`src/rtl/xheep_load_bridge_if.sv`:
```
// Purpose: OBI write-channel bundle between the program-load bridge and the
//          X-HEEP OBI slave port.
// Signals:
//   req    - OBI request, held until granted
//   we     - write enable, 1 while req is high
//   be     - byte enables
//   addr   - write address
//   wdata  - write data
//   gnt    - OBI grant (from slave)
//   rvalid - OBI response valid (from slave)
// Modports: master (bridge side), slave (memory side).
interface xheep_load_bridge_if #(
    parameter int ADDR_WIDTH = 32,
    parameter int DATA_WIDTH = 32
);
    logic                    req;
    logic                    we;
    logic [DATA_WIDTH/8-1:0] be;
    logic [ADDR_WIDTH-1:0]   addr;
    logic [DATA_WIDTH-1:0]   wdata;
    logic                    gnt;
    logic                    rvalid;

    modport master (
        output req, we, be, addr, wdata,
        input  gnt, rvalid
    );

    modport slave (
        input  req, we, be, addr, wdata,
        output gnt, rvalid
    );
endinterface

```
`src/rtl/xheep_load_bridge.sv`:
```
// Purpose: FPGA-clock-domain end of the USB-to-X-HEEP program-load handshake.
//          Synchronises the USB-written address/instruction valid flags,
//          latches the qualified address or instruction, performs one OBI
//          write per instruction and then requests the flag clear through
//          active-low clear-request lines (four-phase handshake).
// Ports:
//   fpga_clk             - clock, all state on rising edge
//   rst_n                - asynchronous active-low reset
//   new_addr_valid_i     - async level flag: addr_i holds a new base address
//   instr_valid_i        - async level flag: instr_i holds a new instruction
//   addr_i / instr_i     - data qualified by the flags
//   rst_new_addr_valid_o - active-low clear request for the address flag
//   rst_instr_valid_o    - active-low clear request for the instruction flag
//   obi                  - OBI write channel (master modport)
//   busy_o               - 1 whenever the FSM is not idle
//   instr_count_o        - completed writes, wraps modulo 2^16
module xheep_load_bridge #(
    parameter int SYNC_STAGES = 2,
    parameter int ADDR_WIDTH  = 32,
    parameter int DATA_WIDTH  = 32,
    parameter int ADDR_INCR   = 4
) (
    input  logic                  fpga_clk,
    input  logic                  rst_n,
    input  logic                  new_addr_valid_i,
    input  logic                  instr_valid_i,
    input  logic [ADDR_WIDTH-1:0] addr_i,
    input  logic [DATA_WIDTH-1:0] instr_i,
    output logic                  rst_new_addr_valid_o,
    output logic                  rst_instr_valid_o,
    xheep_load_bridge_if.master   obi,
    output logic                  busy_o,
    output logic [15:0]           instr_count_o
);

    localparam logic [ADDR_WIDTH-1:0] INCR = ADDR_WIDTH'(ADDR_INCR);

    typedef enum logic [2:0] {
        ST_IDLE       = 3'd0,
        ST_LOAD_ADDR  = 3'd1,
        ST_ACK_ADDR   = 3'd2,
        ST_LOAD_INSTR = 3'd3,
        ST_OBI_REQ    = 3'd4,
        ST_OBI_RESP   = 3'd5,
        ST_ACK_INSTR  = 3'd6
    } state_e;

    state_e                  state_r;
    state_e                  state_next_s;
    logic [SYNC_STAGES-1:0]  a_sync_r;
    logic [SYNC_STAGES-1:0]  i_sync_r;
    logic                    a_s;
    logic                    i_s;
    logic [ADDR_WIDTH-1:0]   ptr_r;
    logic [DATA_WIDTH-1:0]   wdata_r;
    logic [15:0]             count_r;
    logic                    req_r;
    logic                    rst_addr_r;
    logic                    rst_instr_r;
    logic                    busy_r;
    logic                    write_done_s;

    assign a_s          = a_sync_r[SYNC_STAGES-1];
    assign i_s          = i_sync_r[SYNC_STAGES-1];
    assign write_done_s = (state_r == ST_OBI_RESP) && obi.rvalid;

    // Flag synchronisers: the FSM only ever looks at the last stage.
    always_ff @(posedge fpga_clk or negedge rst_n) begin
        if (!rst_n) begin
            a_sync_r <= {SYNC_STAGES{1'b0}};
            i_sync_r <= {SYNC_STAGES{1'b0}};
        end else begin
            a_sync_r <= {a_sync_r[SYNC_STAGES-2:0], new_addr_valid_i};
            i_sync_r <= {i_sync_r[SYNC_STAGES-2:0], instr_valid_i};
        end
    end

    // FSM state register.
    always_ff @(posedge fpga_clk or negedge rst_n) begin
        if (!rst_n) begin
            state_r <= ST_IDLE;
        end else begin
            state_r <= state_next_s;
        end
    end

    // Next-state logic; the address flag wins when both flags are pending.
    always_comb begin
        state_next_s = state_r;
        case (state_r)
            ST_IDLE: begin
                if (a_s) begin
                    state_next_s = ST_LOAD_ADDR;
                end else if (i_s) begin
                    state_next_s = ST_LOAD_INSTR;
                end else begin
                    state_next_s = ST_IDLE;
                end
            end
            ST_LOAD_ADDR:  state_next_s = ST_ACK_ADDR;
            ST_ACK_ADDR: begin
                if (!a_s) begin
                    state_next_s = ST_IDLE;
                end else begin
                    state_next_s = ST_ACK_ADDR;
                end
            end
            ST_LOAD_INSTR: state_next_s = ST_OBI_REQ;
            ST_OBI_REQ: begin
                // rvalid without a prior grant is not legal OBI and is ignored here.
                if (obi.gnt) begin
                    state_next_s = ST_OBI_RESP;
                end else begin
                    state_next_s = ST_OBI_REQ;
                end
            end
            ST_OBI_RESP: begin
                if (obi.rvalid) begin
                    state_next_s = ST_ACK_INSTR;
                end else begin
                    state_next_s = ST_OBI_RESP;
                end
            end
            ST_ACK_INSTR: begin
                // Staying here until the USB side drops the flag is what
                // guarantees each instruction is written exactly once.
                if (!i_s) begin
                    state_next_s = ST_IDLE;
                end else begin
                    state_next_s = ST_ACK_INSTR;
                end
            end
            default: state_next_s = ST_IDLE;
        endcase
    end

    // Datapath and registered outputs; outputs are decoded from the next
    // state so they line up with the state register and never glitch.
    always_ff @(posedge fpga_clk or negedge rst_n) begin
        if (!rst_n) begin
            ptr_r       <= {ADDR_WIDTH{1'b0}};
            wdata_r     <= {DATA_WIDTH{1'b0}};
            count_r     <= 16'd0;
            req_r       <= 1'b0;
            rst_addr_r  <= 1'b1;
            rst_instr_r <= 1'b1;
            busy_r      <= 1'b0;
        end else begin
            // A new base address replaces the pointer rather than offsetting it.
            if (state_r == ST_LOAD_ADDR) begin
                ptr_r <= addr_i;
            end else if (write_done_s) begin
                ptr_r <= ptr_r + INCR;
            end
            if (state_r == ST_LOAD_INSTR) begin
                wdata_r <= instr_i;
            end
            if (write_done_s) begin
                count_r <= count_r + 16'd1;
            end
            req_r       <= (state_next_s == ST_OBI_REQ);
            rst_addr_r  <= (state_next_s != ST_ACK_ADDR);
            rst_instr_r <= (state_next_s != ST_ACK_INSTR);
            busy_r      <= (state_next_s != ST_IDLE);
        end
    end

    assign obi.req              = req_r;
    assign obi.we               = req_r;
    assign obi.be               = {(DATA_WIDTH/8){1'b1}};
    assign obi.addr             = ptr_r;
    assign obi.wdata            = wdata_r;
    assign rst_new_addr_valid_o = rst_addr_r;
    assign rst_instr_valid_o    = rst_instr_r;
    assign busy_o               = busy_r;
    assign instr_count_o        = count_r;

endmodule

```
`src/flat_wrapper.sv`:
```
// flat-port wrapper written by rule: the top's interface ports become plain ports
module xheep_load_bridge_flat 
#(
    parameter int SYNC_STAGES = 2,
    parameter int ADDR_WIDTH  = 32,
    parameter int DATA_WIDTH  = 32,
    parameter int ADDR_INCR   = 4
)
  (fpga_clk, rst_n, new_addr_valid_i, instr_valid_i, addr_i, instr_i, rst_new_addr_valid_o, rst_instr_valid_o, busy_o, instr_count_o, obi_req, obi_we, obi_be, obi_addr, obi_wdata, obi_gnt, obi_rvalid);
  xheep_load_bridge_if #(.ADDR_WIDTH(ADDR_WIDTH), .DATA_WIDTH(DATA_WIDTH)) obi_i ();
  input  logic fpga_clk;
  input  logic rst_n;
  input  logic new_addr_valid_i;
  input  logic instr_valid_i;
  input  logic [ADDR_WIDTH-1:0] addr_i;
  input  logic [DATA_WIDTH-1:0] instr_i;
  output logic rst_new_addr_valid_o;
  output logic rst_instr_valid_o;
  output logic busy_o;
  output logic [15:0] instr_count_o;
  output wire logic [$bits(obi_i.req)-1:0] obi_req;
  output wire logic [$bits(obi_i.we)-1:0] obi_we;
  output wire logic [$bits(obi_i.be)-1:0] obi_be;
  output wire logic [$bits(obi_i.addr)-1:0] obi_addr;
  output wire logic [$bits(obi_i.wdata)-1:0] obi_wdata;
  input wire logic [$bits(obi_i.gnt)-1:0] obi_gnt;
  input wire logic [$bits(obi_i.rvalid)-1:0] obi_rvalid;
  assign obi_req = obi_i.req;
  assign obi_we = obi_i.we;
  assign obi_be = obi_i.be;
  assign obi_addr = obi_i.addr;
  assign obi_wdata = obi_i.wdata;
  assign obi_i.gnt = obi_gnt;
  assign obi_i.rvalid = obi_rvalid;
  xheep_load_bridge #(.SYNC_STAGES(SYNC_STAGES), .ADDR_WIDTH(ADDR_WIDTH), .DATA_WIDTH(DATA_WIDTH), .ADDR_INCR(ADDR_INCR)) u_core (.fpga_clk(fpga_clk), .rst_n(rst_n), .new_addr_valid_i(new_addr_valid_i), .instr_valid_i(instr_valid_i), .addr_i(addr_i), .instr_i(instr_i), .rst_new_addr_valid_o(rst_new_addr_valid_o), .rst_instr_valid_o(rst_instr_valid_o), .obi(obi_i), .busy_o(busy_o), .instr_count_o(instr_count_o));
endmodule
```
`config.mk`:
```
export PLATFORM = sky130hd
export DESIGN_NAME = xheep_load_bridge_flat
export DESIGN_NICKNAME = d
export VERILOG_FILES = /design/src/rtl/xheep_load_bridge_if.sv /design/src/rtl/xheep_load_bridge.sv /design/src/flat_wrapper.sv
export SDC_FILE = /design/constraint.sdc
export NUM_CORES = 1
export LEC_CHECK = 0
export CORE_UTILIZATION = 39
export DETAILED_ROUTE_END_ITERATION = 10
export PLACE_DENSITY = 0.71
export SLEW_MARGIN = 10
export SYNTH_ARGS = -nofsm -noshare
export SYNTH_HDL_FRONTEND = slang
export SYNTH_SLANG_ARGS = --single-unit
export TNS_END_PERCENT = 20
```
`constraint.sdc`:
```
create_clock -name fpga_clk -period 2 [get_ports fpga_clk]
set_input_delay 0.5 -clock fpga_clk [delete_from_list [all_inputs] [get_ports fpga_clk]]
set_output_delay 0.5 -clock fpga_clk [all_outputs]
set_load 0.005 [all_outputs]
```
==> flow_summary_export.csv <==
group,metric,value,unit
outcome,status,"complete, no violations",
sta,period_share,96.0,%
setup_path,rr_worst_depth,5,
pwr,peakVddDrop,0.746,mV
global_route,grt_usage,18.1,%
clock_tree,path_clk_slew,0.09,ns
detailed_routing,drt_iter0_markers,110,
setup_path,crit_path_end,"u_core.obi.addr[12]",
sta,period_needed,1.92,ns
clock_tree,root_buffer,"clkbuf_8",
floorplan,io_pins,159,
sta,setup_viol,0,
floorplan,core,10300,um^2
sta,fmax,521,MHz
floorplan,dieArea,11000,um^2
sta,rsz0062_at_grt,"false",
placement,globalplace.congestion,0.796,
setup_path,worst_r2r_endpoint,"u_core.obi.addr[22]",
setup_path,worstPathCellList,"clkdlybuf4s50_1, nand4b_4, nor4_2, buf_4, and2_1, nor3_1, a211oi_1",
setup_path,worstPathRequired,2.27,ns
synthesis,yosysSeqAreaShare,55.2,%
layout,num_antenna_cells,0,
synthesis,yosys.area.top_type_share,53.9,%
global_route,grt_overflow,0,
placement,placedCellCount,663,
layout,areaGrowthSynthToFinish,48.7,%
layout,fillers,895,
detailed_routing,drc_errors,0,
global_route,antenna_found_initial,0,
layout,fin_nets,610,
synthesis,yosysTopAreaCell,"dfrtp_1",
setup_path,crit_family,"simple AND/OR/NAND/NOR gates",
pwr,power.total,8.04,mW
pwr,powerDensity,1310,nW/um^2
detailed_routing,avgViaCountPerCell,4.92,
placement,portBuffers,154,
setup_path,arrival,2.19,ns
synthesis,yosys-top-cells-count,"89 x dfrtp_1, 46 x nand2_1, 33 x mux2_2",
layout,final_cells,679,
setup_path,critPathBufInv,2,
synthesis,mappedNetlistArea,4130,um^2
setup_path,cpPeakStageDelay,0.55,ns
clock_tree,clock_latency,0.36,ns
pwr,leakage,2.54,nW
synthesis,synth_warnings,0,
setup_path,critical_path.slowest_cell,"clkdlybuf4s50_1",
synthesis,synth-edff-count,0,
run,max_cap_violations,0,
sta,worstMarginPinSlew,0.517,ns
synthesis,synthFlopType,"dfrtp_1",
floorplan,start_util,40.2,%
clock_tree,cts_buffer_depth,2,
synthesis,syn_inst,371,
clock_tree,cts_buffers,9,
synthesis,yosys-top-cells-area,"dfrtp_1 54%, mux2_2 9.0%, xor2_1 4.2%",
clock_tree,htreeDepth,3,
global_route,grt_pass1_wl,15900,um
floorplan,std_cell_rows,37,
detailed_routing,wl_per_cell,14.3,um
global_route,grt_max_degree,41,
sta,clock_skew,0.0124,ns
setup_path,cp-startpoint,"obi_rvalid",
setup_path,endpoint_kind,"flop",
synthesis,synth-seq-cells,91,
detailed_routing,via_count,3340,
floorplan,die_h,105,um
sta,hold_viol_final,0,
layout,layout-drive-gt1-share,15.1,%
detailed_routing,wl,9690,um
setup_path,path_class,"input port to flop",
global_route,grt_pass1_vias,3239,
setup_path,timing.rr.start,"u_core.obi.addr[12]",
sta,fin_setup_tns,0,ns
sta,slew_viol_final,0,
synthesis,synth.most_common_cell,"dfrtp_1",
clock_tree,cts_sinks,91,
clock_tree,cts_tree,"done",
detailed_routing,ant_nets,0,
setup_path,start_kind,"input port",
hold_path,hold_class,"input port to async pin",
synthesis,synth.distinct_cells,44,
floorplan,die_x,105,um
setup_path,cp_max_fo,7,
setup_path,crit_cells,7,
setup_path,rrSetupSlack,0.28,ns
sta,maxSlewHeadroom,65.6,%
synthesis,ys_async_sr_fraction,100,%
detailed_routing,first_pass_iters,4,
clock_tree,cts_setup_buffers,0,
synthesis,synth.avg_cell_area,11.1,um^2
placement,post-dp-hpwl,7160,um
## metrics by stage
step	setup slack (ns)	utilization, %	hold WS (ns)	instance area, um^2
finish	0.0809	59.8	0.0733	6140
global route	0.00880	59.8	0.103	6140
CTS	0.0321	59.8	0.0809	6140
detailed placement	-0.267	57.5	0.340	5910
global placement	-0.252	57.5	0.336	5910
floorplan	0.228	-	0.204	4140
## flip-flops by register name (all words and copies together) (netlist names)
register                     cells
u_core.instr_count_o            16
u_core.a_sync_r                  2
u_core.obi.req                   1
u_core.busy_o                    1
u_core.i_sync_r                  2
u_core.rst_new_addr_valid_o      1
u_core.rst_instr_valid_o         1
u_core.state_r                   3
u_core.obi.wdata                32
u_core.obi.addr                 32
## routing by layer
layer  vias up  global-route usage, %  wire (um)
li1       1599                      -          -
met1      1619                   23.2       4120
met2       112                   28.9       4710
met3        10                   6.67        725
met4         0                   4.73        133
met5         -                      0          0
## area by class of cell
class | count | area [um^2] | area share [%]
clock buffers | 9 | 124 | 2.02
clock inverters | 7 | 106 | 1.73
inverters | 7 | 26.3 | 0.428
multi-input cells | 255 | 1720 | 28.0
flip-flops and latches | 91 | 2280 | 37.1
well taps | 136 | 170 | 2.77
repair buffers | 174 | 1710 | 27.9
## worst min path at each step
stage / from / end / slack [ns] / depth (start not counted)
floorplan: rst_n / u_core.a_sync_r[0] / 0.20 / 0
global placement: u_core.a_sync_r[0] / u_core.a_sync_r[1] / 0.34 / 0
detailed placement: u_core.a_sync_r[0] / u_core.a_sync_r[1] / 0.34 / 0
CTS: rst_n / u_core.obi.addr[18] / 0.08 / 1
global route: rst_n / u_core.obi.addr[18] / 0.10 / 1
finish: rst_n / u_core.obi.addr[18] / 0.07 / 1
## logic make-up (layout without fill, tap and decap cells)
group	Yosys count	after routing	synth area share (%)
xor gates and xnor gates	39	39	8.27
buffers and inverters	28	197	3.54
AOI/OAI and AO/OA	37	37	5.12
other	1	4	0.0907
adders and majority gates	2	2	0.605
and+or+nand+nor	138	138	17.7
DFF	91	91	55.2
muxes	35	35	9.48
## placed cells by master, fill, tap and decap left out, types with 6 or more instances in the layout
| master | count |
|---|---|
| nor2_1 | 23 |
| a21oi_1 | 10 |
| and3_1 | 6 |
| nor3_1 | 10 |
| buf_4 | 19 |
| dfrtp_1 | 89 |
| nand2_1 | 46 |
| nand4_1 | 11 |
| mux2_2 | 33 |
| o21ai_0 | 10 |
| xnor2_1 | 19 |
| clkbuf_8 | 9 |
| clkdlybuf4s50_1 | 153 |
| nand3_1 | 18 |
| xor2_1 | 20 |
| inv_1 | 7 |
| o21ai_1 | 7 |
## power breakdown
group | internal (mW) | switching (mW)
registers | 2.59 | 0.666
logic | 2.16 | 1.19
clock network | 0.729 | 0.707
total | 5.48 | 2.56
## worst reg2reg max path, stage by stage (launching register included)
cell and delay, ns:
dfrtp_1 0.49, nand4_2 0.22, nor3_1 0.46, nand4_1 0.18, xor2_1 0.17, o21ai_0 0.13
## timing repair
| item | in CTS | in global routing |
|---|---|---|
| endpoints found under the setup margin | 0 | 1 |
| hold buffers | 0 | 0 |
| gates resized for setup | 0 | 2 |
(Power assumes the default switching activity.)
